**src/rtl/bus_arbiter.sv**
```systemverilog
// Round-robin arbiter sharing one synchronous-read memory port between PORTS bus masters.
// Grants are combinational; a locked owner may keep the bus for up to MAX_HOLD cycles under contention.
module bus_arbiter #(
  parameter int PORTS    = 2,
  parameter int MAX_HOLD = 8
) (
  input  logic                clock,
  input  logic                reset,
  input  logic [PORTS-1:0]    req,
  input  logic [PORTS-1:0]    lock,
  input  logic [PORTS*30-1:0] addr,
  input  logic [PORTS*32-1:0] data_w,
  input  logic [PORTS*4-1:0]  mask_w,
  output logic [PORTS-1:0]    gnt,
  output logic [PORTS-1:0]    rvalid,
  output logic [31:0]         data_r,
  output logic [29:0]         mem_addr,
  output logic [31:0]         mem_data_w,
  output logic [3:0]          mem_mask_w,
  input  logic [31:0]         mem_data_r
);
  localparam int IW = $clog2(PORTS);
  localparam int HW = $clog2(MAX_HOLD + 1);
  localparam logic [IW-1:0] LAST_INIT = IW'(PORTS - 1);
  localparam logic [HW-1:0] HOLD_MAX  = HW'(MAX_HOLD);

  logic [IW-1:0]    last_q, last_d;
  logic [IW-1:0]    owner_q, owner_d;
  logic             owner_valid_q, owner_valid_d;
  logic [HW-1:0]    hold_q, hold_d;
  logic [PORTS-1:0] rvalid_q, rvalid_d;

  logic [PORTS-1:0] others;
  logic             other_req;
  logic             keep_owner;
  logic             gnt_any;
  logic [IW-1:0]    gnt_idx;

  // Requests from anyone other than the current owner decide whether the hold limit applies.
  for (genvar gi = 0; gi < PORTS; gi++) begin : g_others
    assign others[gi] = req[gi] && (owner_q != IW'(gi));
  end
  assign other_req = |others;

  always_comb begin
    int cand;
    cand       = 0;
    keep_owner = owner_valid_q && req[owner_q] && lock[owner_q] &&
                 ((hold_q < HOLD_MAX) || !other_req);
    gnt_any    = 1'b0;
    gnt_idx    = '0;
    if (!reset) begin
      if (keep_owner) begin
        gnt_any = 1'b1;
        gnt_idx = owner_q;
      end else begin
        // Scan starts just after the last winner and ends on the last winner itself.
        for (int k = 1; k <= PORTS; k++) begin
          cand = (int'(last_q) + k) % PORTS;
          if (!gnt_any && req[cand]) begin
            gnt_any = 1'b1;
            gnt_idx = IW'(cand);
          end
        end
      end
    end
  end

  always_comb begin
    gnt        = '0;
    mem_addr   = '0;
    mem_data_w = '0;
    mem_mask_w = '0;
    if (gnt_any) begin
      gnt[gnt_idx] = 1'b1;
      mem_addr     = addr[30*int'(gnt_idx) +: 30];
      mem_data_w   = data_w[32*int'(gnt_idx) +: 32];
      mem_mask_w   = mask_w[4*int'(gnt_idx) +: 4];
    end
  end

  always_comb begin
    last_d        = last_q;
    owner_d       = owner_q;
    owner_valid_d = 1'b0;
    hold_d        = '0;
    rvalid_d      = '0;
    if (gnt_any) begin
      last_d        = gnt_idx;
      owner_d       = gnt_idx;
      owner_valid_d = lock[gnt_idx];
      if (owner_valid_q && (owner_q == gnt_idx))
        hold_d = (hold_q == HOLD_MAX) ? hold_q : hold_q + 1'b1;
      else
        hold_d = HW'(1);
      rvalid_d[gnt_idx] = (mem_mask_w == 4'b0000);
    end
  end

  always_ff @(posedge clock or posedge reset) begin
    if (reset) begin
      last_q        <= LAST_INIT;
      owner_q       <= '0;
      owner_valid_q <= 1'b0;
      hold_q        <= '0;
      rvalid_q      <= '0;
    end else begin
      last_q        <= last_d;
      owner_q       <= owner_d;
      owner_valid_q <= owner_valid_d;
      hold_q        <= hold_d;
      rvalid_q      <= rvalid_d;
    end
  end

  assign rvalid = rvalid_q;
  assign data_r = mem_data_r;

endmodule

```
**config.mk**
```make
export PLATFORM = sky130hd
export DESIGN_NAME = bus_arbiter
export DESIGN_NICKNAME = d
export VERILOG_FILES = /design/src/rtl/bus_arbiter.sv
export SDC_FILE = /design/constraint.sdc
export NUM_CORES = 1
export LEC_CHECK = 0
export ABC_AREA = 0
export ABC_CLOCK_PERIOD_IN_PS = 1900
export BUFFER_PORTS_ARGS = -buffer_cell sky130_fd_sc_hd__buf_2
export CAP_MARGIN = 20
export CORE_AREA = 2 2 105 107
export CTS_BUF_LIST = sky130_fd_sc_hd__clkbuf_16
export DETAILED_ROUTE_END_ITERATION = 6
export DIE_AREA = 0 0 107 109
export GPL_TIMING_DRIVEN = 0
export PLACE_DENSITY = 0.56
export SKIP_CTS_REPAIR_TIMING = 1
export SYNTH_ARGS = -nofsm -noshare
export SYNTH_HDL_FRONTEND = slang
export SYNTH_SLANG_ARGS = --single-unit
```
**constraint.sdc**
```tcl
create_clock -name clock -period 1.9 [get_ports clock]
set_input_delay 0.19 -clock clock [delete_from_list [all_inputs] [get_ports clock]]
set_output_delay 0.19 -clock clock [all_outputs]
set_load 0.02 [all_outputs]
```
== Yosys cells after proc, flatten, opt, wreduce, memory -nomap -nowiden ==
Cells that the tools add are included.

* $add $sub $neg: 3
* $mul: 1
* Order comparisons: 6
* Equal/unequal tests: 3
* Shift operators: 3
* Muxes and demuxes: 33
* Bitwise operators: 4
* Reduce and logical (&&, ||, !) cells: 13

{| class="wikitable"
|+ Operators with widths
! operator !! number
|-
| 64-bit by 7-bit indexed part select with 32-bit output || 1
|-
| 60-bit by 7-bit indexed part select with 30-bit output || 1
|-
| 32-bit two-way mux || 1
|-
| 30-bit two-way mux || 1
|-
| 1-bit two-way mux || 24
|-
| 4-bit two-way mux || 4
|-
| 1-bit logical AND || 8
|-
| 8-bit by 4-bit indexed part select with 4-bit output || 1
|-
| 2-bit by 3-bit less-than comparator with 1-bit output, second input constant || 2
|-
| 4-bit by 1-bit multiplier with 5-bit output, first input constant || 1
|-
| 4-bit by 1-bit adder with 4-bit output, second input constant || 1
|-
| 4-bit == test, second input constant || 1
|-
| 4-bit logical NOT || 1
|-
| 1-bit by 2-bit less-than comparator with 1-bit output, second input constant || 2
|-
| 4-bit less-than comparator, second input constant || 1
|-
| 2-bit two-way mux || 2
|-
| 3-bit != test, second input constant || 1
|-
| 1-bit adder, second input constant || 2
|-
| 1-bit AND, first input constant || 2
|-
| 2-bit AND || 1
|-
| 1-bit logical NOT || 2
|-
| 2-bit OR reduction || 1
|-
| 1-bit demux with 1-bit select || 1
|-
| 1-bit == test || 1
|-
| 3 further kinds || 3
|}

* Bits in registers: 9
* Output and inout port bits: 102
* Word-level logic and storage cells: 71

== Longest topological paths before layout ==
Gate-level depths: netlist (run 1).

* Word-level depth: 19
* Depth in mapped cells: 6

== Least setup slack after synthesis (run 1) ==
No wires, ideal clock.

* Kind: register -> output
* Start: register owner_q
* End: output port mem_addr[29]
* Data arrival time: 1935 ps
* Data required time: 1710 ps
* Path slack: -225 ps
* Cell stages (with the launch flop): 7
* Cell sequence: dfrtp_1 > mux2_4 > a22oi_4 > mux2i_1 > buf_6 > buf_6 > mux2i_1

* Word-level cells in the longest chain between the ends: 11
* Elaborated cells between the ends (all ways): 20
* Classes of those cells: mul: 1; shift: 1; mux: 9; bitwise: 1; reduce/logical: 8

{| class="wikitable"
|+ Ends and longest elaborated chain
! element !! RTL line !! text
|-
| start, declared || 28 || <nowiki>logic [IW-1:0] owner_q, owner_d;</nowiki>
|-
| start signal, assigned || 109 || <nowiki>owner_q <= owner_d;</nowiki>
|-
| 1-bit inverter || 41 || <nowiki>assign others[gi] = req[gi] && (owner_q != IW'(gi));</nowiki>
|-
| 1-bit logical AND || 41 ||
|-
| 2-bit OR reduction || 43 || <nowiki>assign other_req = |others;</nowiki>
|-
| 1-bit logical NOT || 49 || <nowiki>((hold_q < HOLD_MAX) || !other_req);</nowiki>
|-
| 1-bit logical OR || 49 ||
|-
| 1-bit logical AND || 48 || <nowiki>keep_owner = owner_valid_q && req[owner_q] && lock[owner_q] &&</nowiki>
|-
| 1-bit two-way mux || 53 || <nowiki>if (keep_owner) begin</nowiki>
|-
| 1-bit two-way mux || 52 || <nowiki>if (!reset) begin</nowiki>
|-
| 4-bit by 1-bit multiplier with 5-bit output || 76 || <nowiki>mem_addr = addr[30*int'(gnt_idx) +: 30];</nowiki>
|-
| 60-bit by 7-bit indexed part select with 30-bit output || 76 ||
|-
| 30-bit two-way mux (*) || 74 || <nowiki>if (gnt_any) begin</nowiki>
|-
| end, declared || 17 || <nowiki>output logic [29:0] mem_addr,</nowiki>
|}

Every way passes the cells marked *; elsewhere a longest branch is shown, timed or not. The select of a mux whose other input is x is not followed.

== Worst setup path in the final report (run 1) ==
* Start: register owner_q
* End: output port mem_addr[25]

The elaborated chain is that of the path after synthesis.

==> results.md, run 1 <==
- Status: finished, violations left
- Failing checks: setup timing
- Via count: 2,886
- Cell Rows: 38
- CTS H-Tree Depth: 1
- Design Area, Final: 0.004205 mm2
- Peak Freq: 0.3996 GHz
- CTS root buffer: clkbuf_16
- Synth Area in XOR/XNOR: 1.264%
- Crit path buf inv count: 4
- Layout area overhead: 102.3%
- Die X: 107 um
- Die Ht: 109 um
- Reg-to-reg slack, setup: -0.19 ns
- Hold path start: reset
- Post-synthesis compound-gate area fraction: 3.131%
- Worst setup SP type: flop
- Worst hold margin: 0.1996 ns
- Crit Reg-Reg Endpoint: owner_valid_q$_DFF_PP0_
- DP Area: 0.003777 mm2
- Max cap viols: 0
- Crit Path Category: reg -> out
- First-pass detailed-route iteration total: 4
- Setup WS post-layout: -0.6023 ns
- Vias/cell: 4.141
- Post-DR wirelength/cell: 12.07 um
- Setup violators final: 70
- Yosys top cell area share: 32.75%
- Finished Core Util: 39.66%
- Worst hold path depth: 2
- Leak: 2.188 nW
- Largest stage delay, worst path: 0.44 ns
- DP HPWL: 6774 um
- Pwr Density: 491.4 mW/mm2
- Clock-pin transition on the worst setup and hold timing paths: 0.04 ns
- Total CTS buffers: 3
- Ys Warns: 0
- Cell count after synthesis: 302
- Hold Violations, Final: 0
- Slew headroom: 46.69%
- Clk_lat worst skew: 0.23 ns
- Crit Reg-Reg Startpoint: owner_q$_DFFE_PP0N_
- Mux cell area share after synthesis: 34.56%
- Crit path cell chain: mux2_4 -> a22oi_4 -> mux2i_2 -> buf_6 -> buf_4 -> buf_12 -> mux2i_2 -> buf_4
- Syn nets: 474
- Reg2reg path depth: 8
- Initial DRC Count: 84
- Yosys reg bits: 9
- RSZ-0062 raised after global routing: yes
- CP top delay family: multiplexers
- Max VDD drop: 0.0002809 V
- GRT overflow: 0
- Synth Area in Adders: 1.204%
- Main combinational cell family by area after synthesis: multiplexers
- Synth top area cells: mux2i_1 33%, nand2_1 25%, buf_4 12%
- Slew of the pin with the lowest slew margin: 0.7997 ns
- Distinct cells, synth: 31
- Core area: 0.01060 mm2
- Initial Util: 19.60%
- Total global-route track usage: 12.25%
- Arrival @ worst endpoint: 2.31 ns
- Worst Hold End: rvalid[0]$_DFF_PP0_
- Placed cells: 681
- Post-synthesis sequential area ratio: 10.90%
- Slowest cell on the critical path: dfrtp_2
- Netlist Area Pre-Place: 0.002078 mm2
- Layout Nets: 730
- Drc violations: 0
- I/O Buffers: 239
- Non-filler cells, final: 697
- Worst-case clock buffer depth: 2
- Routed WL: 8414 um
- Min-delay worst type: in -> reg
- Ratio of cells with drive above 1 in the final layout: 66.61%
- Synth Area in Simple Gates: 29.80%
- CTS tree: done
- Setup crit end kind: primary output
- Antenna-violating nets left: 0
- CP Max Fanout: 7
- Pin count of the biggest net entering global routing: 19
- Routability cong.: 0.7680
- Max-slew violations: 0
- Synth area leader: mux2i_1
- Die ar.: 0.01166 mm2
- Vias in the first global route: 2,593
- Worst EP required: 1.71 ns
- Syn Area/Cell: 6.882 um2
- Clk_skew: 0.0007360 ns
- Crit share post-route: 131.7%
- Clock Sinks: 9
- Initial antenna violation count: 0
- Dpl ws: -0.3893 ns
- First-pass GRT wire length: 11,740 um
- Ports: 272
- Min Tclk post-route: 2.502 ns
- Ant. Diodes: 0
[cells in the mapped netlist (all sizes together)]
cell,count
ha,2
o21ai,1
nand4,1
a21oi,1
xnor2,1
o41ai,1
buf,40
nor2,4
clkbuf,14
nand3b,1
or4,1
nand4b,1
nand2,136
dfrtp,8
and2,1
inv,4
o31a,1
mux2i,68
a22oi,1
nand3,1
dfstp,1
and3,1
nor4,5
mux2,3
xor2,2
o22ai,1
a21bo,1
[where the power goes]
| part | switching (mW) | leakage (nW) | total, mW | internal (mW) |
|---|---|---|---|---|
| clock | 0.0881 | 0.0423 | 0.363 | 0.275 |
| combinational | 0.721 | 2.03 | 1.48 | 0.757 |
| sequential | 0.0154 | 0.117 | 0.226 | 0.211 |
| total | 0.825 | 2.19 | 2.07 | 1.24 |
[flip-flops by register name, summed over array words and instances (netlist names)]
signal and cells:
hold_q 4, last_q 1, owner_q 1, owner_valid_q 1, rvalid 2
[cells by family (layout without fill, tap and decap cells)]
group                    count (synthesis)  in the layout
XOR/XNOR                                 3              3
AND/OR/NAND/NOR                        152            152
adder cells (fa/ha/maj)                  2              2
AO/OA/AOI/OAI                            7              7
multiplexers                            71             71
flip-flops                               9              9
buffers and inverters                   58            313
[worst register-to-register path, delay by kind of cell, from the launching register on]
kind | cells | cell delay (ns)
DFF | 1 | 0.44
AOI/OAI and AO/OA | 1 | 0.19
buffers and inverters | 4 | 0.55
muxes | 3 | 0.82
[worst max-delay path by stage]
| stage | from | to | slack, ns | depth (start not counted) |
|---|---|---|---|---|
| final | owner_q$_DFFE_PP0N_ | mem_addr[25] | -0.60 | 8 |
| after CTS | owner_q$_DFFE_PP0N_ | mem_addr[18] | -0.65 | 7 |
| after global routing | owner_q$_DFFE_PP0N_ | mem_addr[25] | -0.66 | 8 |
| after global placement | owner_q$_DFFE_PP0N_ | mem_addr[18] | -0.37 | 7 |
| after detailed placement | owner_q$_DFFE_PP0N_ | mem_addr[18] | -0.39 | 7 |
| after floorplan | owner_q$_DFFE_PP0N_ | mem_addr[0] | -0.16 | 6 |
[layout make-up]
cell class              count  area (um2)
flip-flops and latches      9       227.7
inverters                   4       15.01
plain buffers              54       421.7
repair buffers            251        1510
clock buffers               3       75.07
clock inverters             1       3.754
multi-input cells         235        1777
fillers                  1071        6397
well taps                 140       175.2
[through the flow]
step	total power, mW	setup TNS (ns)
4_1_cts	1.890	-40.38
2_1_floorplan	1.126	-9.710
3_5_place_dp	1.514	-22.60
6_report	2.067	-36.73
3_3_place_gp	1.502	-20.74
5_1_grt	2.190	-41.66
[routing by layer]
metal | GRT usage, % | vias up | wire length [um]
met1 | 14.02 | 1255 | 3250
met3 | 1.913 | 2 | 747
met5 | 0 | - | 0
met4 | 1.670 | 0 | 17
li1 | - | 1467 | -
met2 | 24.34 | 162 | 4399
[layout by cell type, fill, tap and decap left out, types with 2 or more instances in the layout]
master	instances
mux2i_4	8
mux2_2	2
dfrtp_1	7
inv_1	4
clkbuf_1	14
buf_8	2
mux2i_2	59
clkbuf_16	7
buf_6	12
xor2_1	2
buf_2	199
ha_1	2
nor4_1	4
buf_4	69
buf_12	5
nor2_1	4
nand2_1	136
Note: power is estimated with default switching activity, not from simulation.
==> run 2, diff against run 1 <==
--- a/config.mk
+++ b/config.mk
@@ -13,9 +13,12 @@
 export CTS_BUF_LIST = sky130_fd_sc_hd__clkbuf_16
 export DETAILED_ROUTE_END_ITERATION = 6
 export DIE_AREA = 0 0 107 109
+export GPL_ROUTABILITY_DRIVEN = 0
 export GPL_TIMING_DRIVEN = 0
 export PLACE_DENSITY = 0.56
+export SETUP_SLACK_MARGIN = 0.1
 export SKIP_CTS_REPAIR_TIMING = 1
+export SKIP_LAST_GASP = 1
 export SYNTH_ARGS = -nofsm -noshare
 export SYNTH_HDL_FRONTEND = slang
 export SYNTH_SLANG_ARGS = --single-unit
==> run 2 against run 1 <==
  * The flow still finishes with violations (setup timing)
  * Sequential cell count unchanged
  * Non-clock buffer count is 10 lower
  * Clock power is 1% lower
  * Largest power group unchanged
  * Highest routed layer unchanged
==> results.md, run 2 (synthesized netlist as in run 1, its figures left out) <==
- Fillers: 1,111
- Initial Util: 19.60%
- Post-DR wirelength/cell: 11.89 um
- Vias in the first global route: 2,653
- Failing checks: setup timing
- Initial antenna violation count: 0
- Net Sw Power: 0.8046 mW
- Switch share: 40.82%
- CTS H-Tree Depth: 1
- Max-slew violations: 0
- Min Tclk post-route: 2.489 ns
- Worst setup SP type: flop
- Cell Rows: 38
- CTS root buffer: clkbuf_16
- CP Max Fanout: 10
- Crit share post-route: 131.0%
- Antenna-violating nets left: 0
- Layout Nets: 720
- Ant. Diodes: 0
- Clk pwr share: 18.2%
- Slew headroom: 41.49%
- GRT overflow: 0
- I/O Buffers: 239
- Gr busiest metal: met2
- Reg-to-reg slack, setup: -0.01 ns
- Reg2reg path depth: 6
- Most common cell after layout, fill and taps aside: buf_2
- Met3 usage: 1.793%
- Leak: 2.101 nW
- First-pass GRT wire length: 11,700 um
- RSZ-0062 raised after global routing: yes
- Worst Setup SP: owner_q$_DFFE_PP0N_
- Initial DRC Count: 104
- Slew of the pin with the lowest slew margin: 0.8777 ns
- Via count: 2,871
- CP Capture Point: mem_data_w[26]
- Internal Pwr Total: 1.166 mW
- Peak Freq: 0.4017 GHz
- Met1 GRT Util: 13.77%
- Max cap viols: 0
- Hold Violations, Final: 0
- Die Ht: 109 um
- Design Area, Final: 0.004043 mm2
- Total global-route track usage: 12.11%
- Clock Sinks: 9
- Biggest register: hold_q
- Layout area overhead: 94.52%
- Combinational share of power: 70.4%
- GRT met2 Usage: 24.25%
- Setup WS post-layout: -0.5893 ns
- Crit Reg-Reg Endpoint: owner_valid_q$_DFF_PP0_
- Clock-pin transition on the worst setup and hold timing paths: 0.04 ns
- Arrival @ worst endpoint: 2.30 ns
- Pwr Density: 487.5 mW/mm2
- Routed WL: 8171 um
- Clk_lat worst skew: 0.23 ns
- Die ar.: 0.01166 mm2
- First-pass detailed-route iteration total: 5
- Vias/cell: 4.179
- Clk_skew: 0.0008069 ns
- Status: finished, violations left
- Core area: 0.01060 mm2
- Crit Reg-Reg Startpoint: owner_q$_DFFE_PP0N_
- Pin count of the biggest net entering global routing: 19
- Crit Path Category: reg -> out
- Worst-case clock buffer depth: 2
- Drc violations: 0
- Ports: 272
- Worst hold margin: 0.2099 ns
- Worst EP required: 1.71 ns
- Flop pwr share: 11.4%
- Ratio of cells with drive above 1 in the final layout: 66.36%
- DP HPWL: 6768 um
- CTS tree: done
- Most frequent cells in the layout: 197 x buf_2, 136 x nand2_1, 76 x buf_4, 57 x mux2i_2, 14 x clkbuf_1
- DP Area: 0.003780 mm2
- Setup_tns: -37.10 ns
- Setup crit end kind: primary output
- Total CTS buffers: 3
- Die X: 107 um
- Min-delay worst type: in -> reg
- Max FFs per register: 4
- Setup violators final: 69
- Max VDD drop: 0.0002504 V
==> run 2: stage by stage <==
step	setup slack [ns]	power, mW	instances	utilization (%)
2_1_floorplan	-0.1563	1.127	302	-
3_3_place_gp	-0.3901	1.504	681	35.65
3_5_place_dp	-0.4092	1.518	681	35.65
4_1_cts	-0.6668	1.886	685	36.39
5_1_grt	-0.6838	2.091	687	38.13
6_report	-0.5893	1.971	687	38.13
==> run 2: worst min-delay path by stage <==
stage / from / to / cells past startpoint
after global placement: reset / rvalid[0]$_DFF_PP0_ / 2
after CTS: reset / rvalid[0]$_DFF_PP0_ / 2
final: reset / rvalid[0]$_DFF_PP0_ / 2
after global routing: reset / rvalid[0]$_DFF_PP0_ / 2
after floorplan: reset / rvalid[0]$_DFF_PP0_ / 1
after detailed placement: reset / rvalid[0]$_DFF_PP0_ / 2
==> run 2: cell type report <==
class	instances	area, um2	share of cell area, %
clock buffers	3	75.07	1.857
clock inverters	1	3.754	0.09285
well taps	140	175.2	4.333
multi-input cells	235	1799	44.51
plain buffers	54	430.4	10.65
repair buffers	241	1316	32.56
inverters	4	15.01	0.3714
flip-flops and latches	9	227.7	5.633
==> run 2: per-layer routing <==
layer	vias up	share of wire (%)	routed length [um]
met4	0	0.42	34
met5	-	0	0
li1	1446	-	-
met2	164	52	4235
met1	1259	39	3149
met3	2	9.2	752
==> run 2: power by group through the flow <==
| stage | Sequential (mW) | Clock, mW | Combinational, mW |
|---|---|---|---|
| final | 0.225 | 0.358 | 1.39 |
| after global routing | 0.227 | 0.379 | 1.49 |
| after CTS | 0.225 | 0.366 | 1.29 |
| after detailed placement | 0.228 | 0 | 1.29 |
| after global placement | 0.226 | 0 | 1.28 |
| after floorplan | 0.223 | 0 | 0.903 |
==> run 2: critical path: stages, from the launching register on <==
cell	delay, ns
dfrtp_2	0.44
mux2_4	0.32
a22oi_4	0.20
mux2i_2	0.29
buf_6	0.20
buf_12	0.18
mux2i_2	0.25
buf_4	0.18
==> run 3, diff against run 2 <==
--- a/config.mk
+++ b/config.mk
@@ -14,7 +14,6 @@
 export DETAILED_ROUTE_END_ITERATION = 6
 export DIE_AREA = 0 0 107 109
 export GPL_ROUTABILITY_DRIVEN = 0
-export GPL_TIMING_DRIVEN = 0
 export PLACE_DENSITY = 0.56
 export SETUP_SLACK_MARGIN = 0.1
 export SKIP_CTS_REPAIR_TIMING = 1
==> run 3 against run 2 <==
  * The run still ends with setup timing left
  * Count of clock-buffer cells in the layout is the same
  * Register-to-register slack gained 0.04 ns
  * Sequential share of layout area grew 0.11 points
  * Worst setup slack gained 0.027 ns
  * Die area is the same
  * Sequential power is essentially flat
  * Via count shrank 6.6%
  * Clock power grew 4%
  * Sequential cell count is the same
  * Final cell count shrank 6.7%
  * Critical path type unchanged
  * Largest power group unchanged
==> results.md, run 3 (synthesized netlist as in run 1, its figures left out) <==
- I/O Buffers: 207
- Routed WL: 7594 um
- Clock Sinks: 9
- Min Tclk post-route: 2.462 ns
- Arrival @ worst endpoint: 2.27 ns
- Fillers: 1,081
- Flop pwr share: 11.1%
- Initial Util: 19.60%
- Failing checks: setup timing
- Clk pwr share: 18.6%
- RSZ-0062 raised after global routing: yes
- Biggest register: hold_q
- Crit Reg-Reg Endpoint: owner_valid_q$_DFF_PP0_
- GRT overflow: 0
- Crit Reg-Reg Startpoint: owner_q$_DFFE_PP0N_
- Setup_tns: -34.52 ns
- Worst EP required: 1.71 ns
- Initial antenna violation count: 0
- DP HPWL: 6099 um
- Die X: 107 um
- Max VDD drop: 0.0002357 V
- Setup WS post-layout: -0.5621 ns
- Clk_lat worst skew: 0.24 ns
- Reg-to-reg slack, setup: 0.03 ns
- Net Sw Power: 0.7700 mW
- Area of the multi-input gates: 0.001804 mm2
- Ratio of cells with drive above 1 in the final layout: 65.87%
- Worst hold margin: 0.05147 ns
- Total global-route track usage: 11.09%
- Max cap viols: 0
- Slew headroom: 69.12%
- Leak: 1.999 nW
- Via count: 2,682
- CP Max Fanout: 11
- Die Ht: 109 um
- Status: finished, violations left
- First-pass GRT wire length: 10,640 um
- CTS root buffer: clkbuf_16
- CTS H-Tree Depth: 1
- Crit Path Category: reg -> out
- Reg area: 226.5 um2
- Vias in the first global route: 2,461
- Reg2reg path depth: 7
- Clock-pin transition on the worst setup and hold timing paths: 0.04 ns
- Pwr Density: 506.4 mW/mm2
- Peak Freq: 0.4062 GHz
- Setup crit end kind: primary output
- Worst setup SP type: flop
- First-pass detailed-route iteration total: 3
- Total CTS buffers: 3
- Tot Pwr: 1.996 mW
- Worst-case clock buffer depth: 2
- Dpl ws: -0.3184 ns
- Post-DR wirelength/cell: 11.85 um
- Layout area overhead: 89.64%
- Clk_skew: 0.003365 ns
- Combinational share of power: 70.3%
- Initial DRC Count: 85
- Die ar.: 0.01166 mm2
- Pin count of the biggest net entering global routing: 49
- Core area: 0.01060 mm2
- Max FFs per register: 4
- Drc violations: 0
- Internal Pwr Total: 1.226 mW
- Ant. Diodes: 0
- Layout Nets: 674
- Antenna-violating nets left: 0
- Hold Violations, Final: 0
- Max-slew violations: 0
- Min-delay worst type: in -> async
- Most common cell after layout, fill and taps aside: buf_2
- CTS tree: done
- Most frequent cells in the layout: 158 x buf_2, 136 x nand2_1, 77 x buf_4, 57 x mux2i_2
- Cell Rows: 38
- Setup violators final: 68
- Ports: 272
- Switch share: 38.58%
- Vias/cell: 4.184
- Slew of the pin with the lowest slew margin: 0.4584 ns
- Crit share post-route: 129.6%
## run 3: changes by cell type in the layout (fill, tap and decap cells not counted), sizes merged
cell	delta
buf	-34
clkbuf	-12
## run 3: worst max-delay path, stage by stage, from the launching register on
cell     delay (ns)
dfrtp_1        0.40
mux2_4         0.32
a22oi_4        0.21
mux2i_4        0.25
buf_4          0.16
buf_12         0.12
buf_12         0.15
mux2i_2        0.24
buf_4          0.17
## run 3: per-layer routing
| layer | GRT usage, % | routed length, um | vias to the layer above |
|---|---|---|---|
| met5 | 0 | 0 | - |
| met4 | 2.968 | 85 | 0 |
| met3 | 1.973 | 715 | 6 |
| met2 | 21.97 | 3858 | 157 |
| met1 | 12.03 | 2933 | 1164 |
| li1 | - | - | 1355 |
## run 3: power by group through the flow
| stage | Sequential, mW | Combinational, mW | Clock [mW] |
|---|---|---|---|
| 2_1_floorplan | 0.223 | 0.903 | 0 |
| 3_3_place_gp | 0.222 | 1.27 | 0 |
| 3_5_place_dp | 0.224 | 1.28 | 0 |
| 4_1_cts | 0.221 | 1.29 | 0.379 |
| 5_1_grt | 0.223 | 1.49 | 0.386 |
| 6_report | 0.222 | 1.40 | 0.371 |
## run 3: area by class of cell
cell class	instances	share of cell area, %
Clock inverter	1	0.09524
Tap cell	140	4.444
Sequential cell	9	5.746
Multi-Input combinational cell	235	45.78
Inverter	4	0.3810
Clock buffer	3	1.905
Timing Repair Buffer	249	41.65
## run 3: how the worst max path moves through the flow
stage                     slack, ns           end  cells past startpoint                 from
after floorplan               -0.16   mem_addr[0]                      6  owner_q$_DFFE_PP0N_
after global placement        -0.29  mem_addr[21]                      7  owner_q$_DFFE_PP0N_
after detailed placement      -0.32  mem_addr[21]                      7  owner_q$_DFFE_PP0N_
after CTS                     -0.58  mem_addr[21]                      7  owner_q$_DFFE_PP0N_
after global routing          -0.63   mem_addr[7]                      8  owner_q$_DFFE_PP0N_
final                         -0.56   mem_addr[3]                      8  owner_q$_DFFE_PP0N_
## run 3: stage by stage
step	cell area, um2	util [%]	std cells
5_1_grt	3941	37.17	641
4_1_cts	3700	34.89	632
3_3_place_gp	3621	34.15	628
3_5_place_dp	3621	34.15	628
6_report	3941	37.17	641
2_1_floorplan	2409	-	302
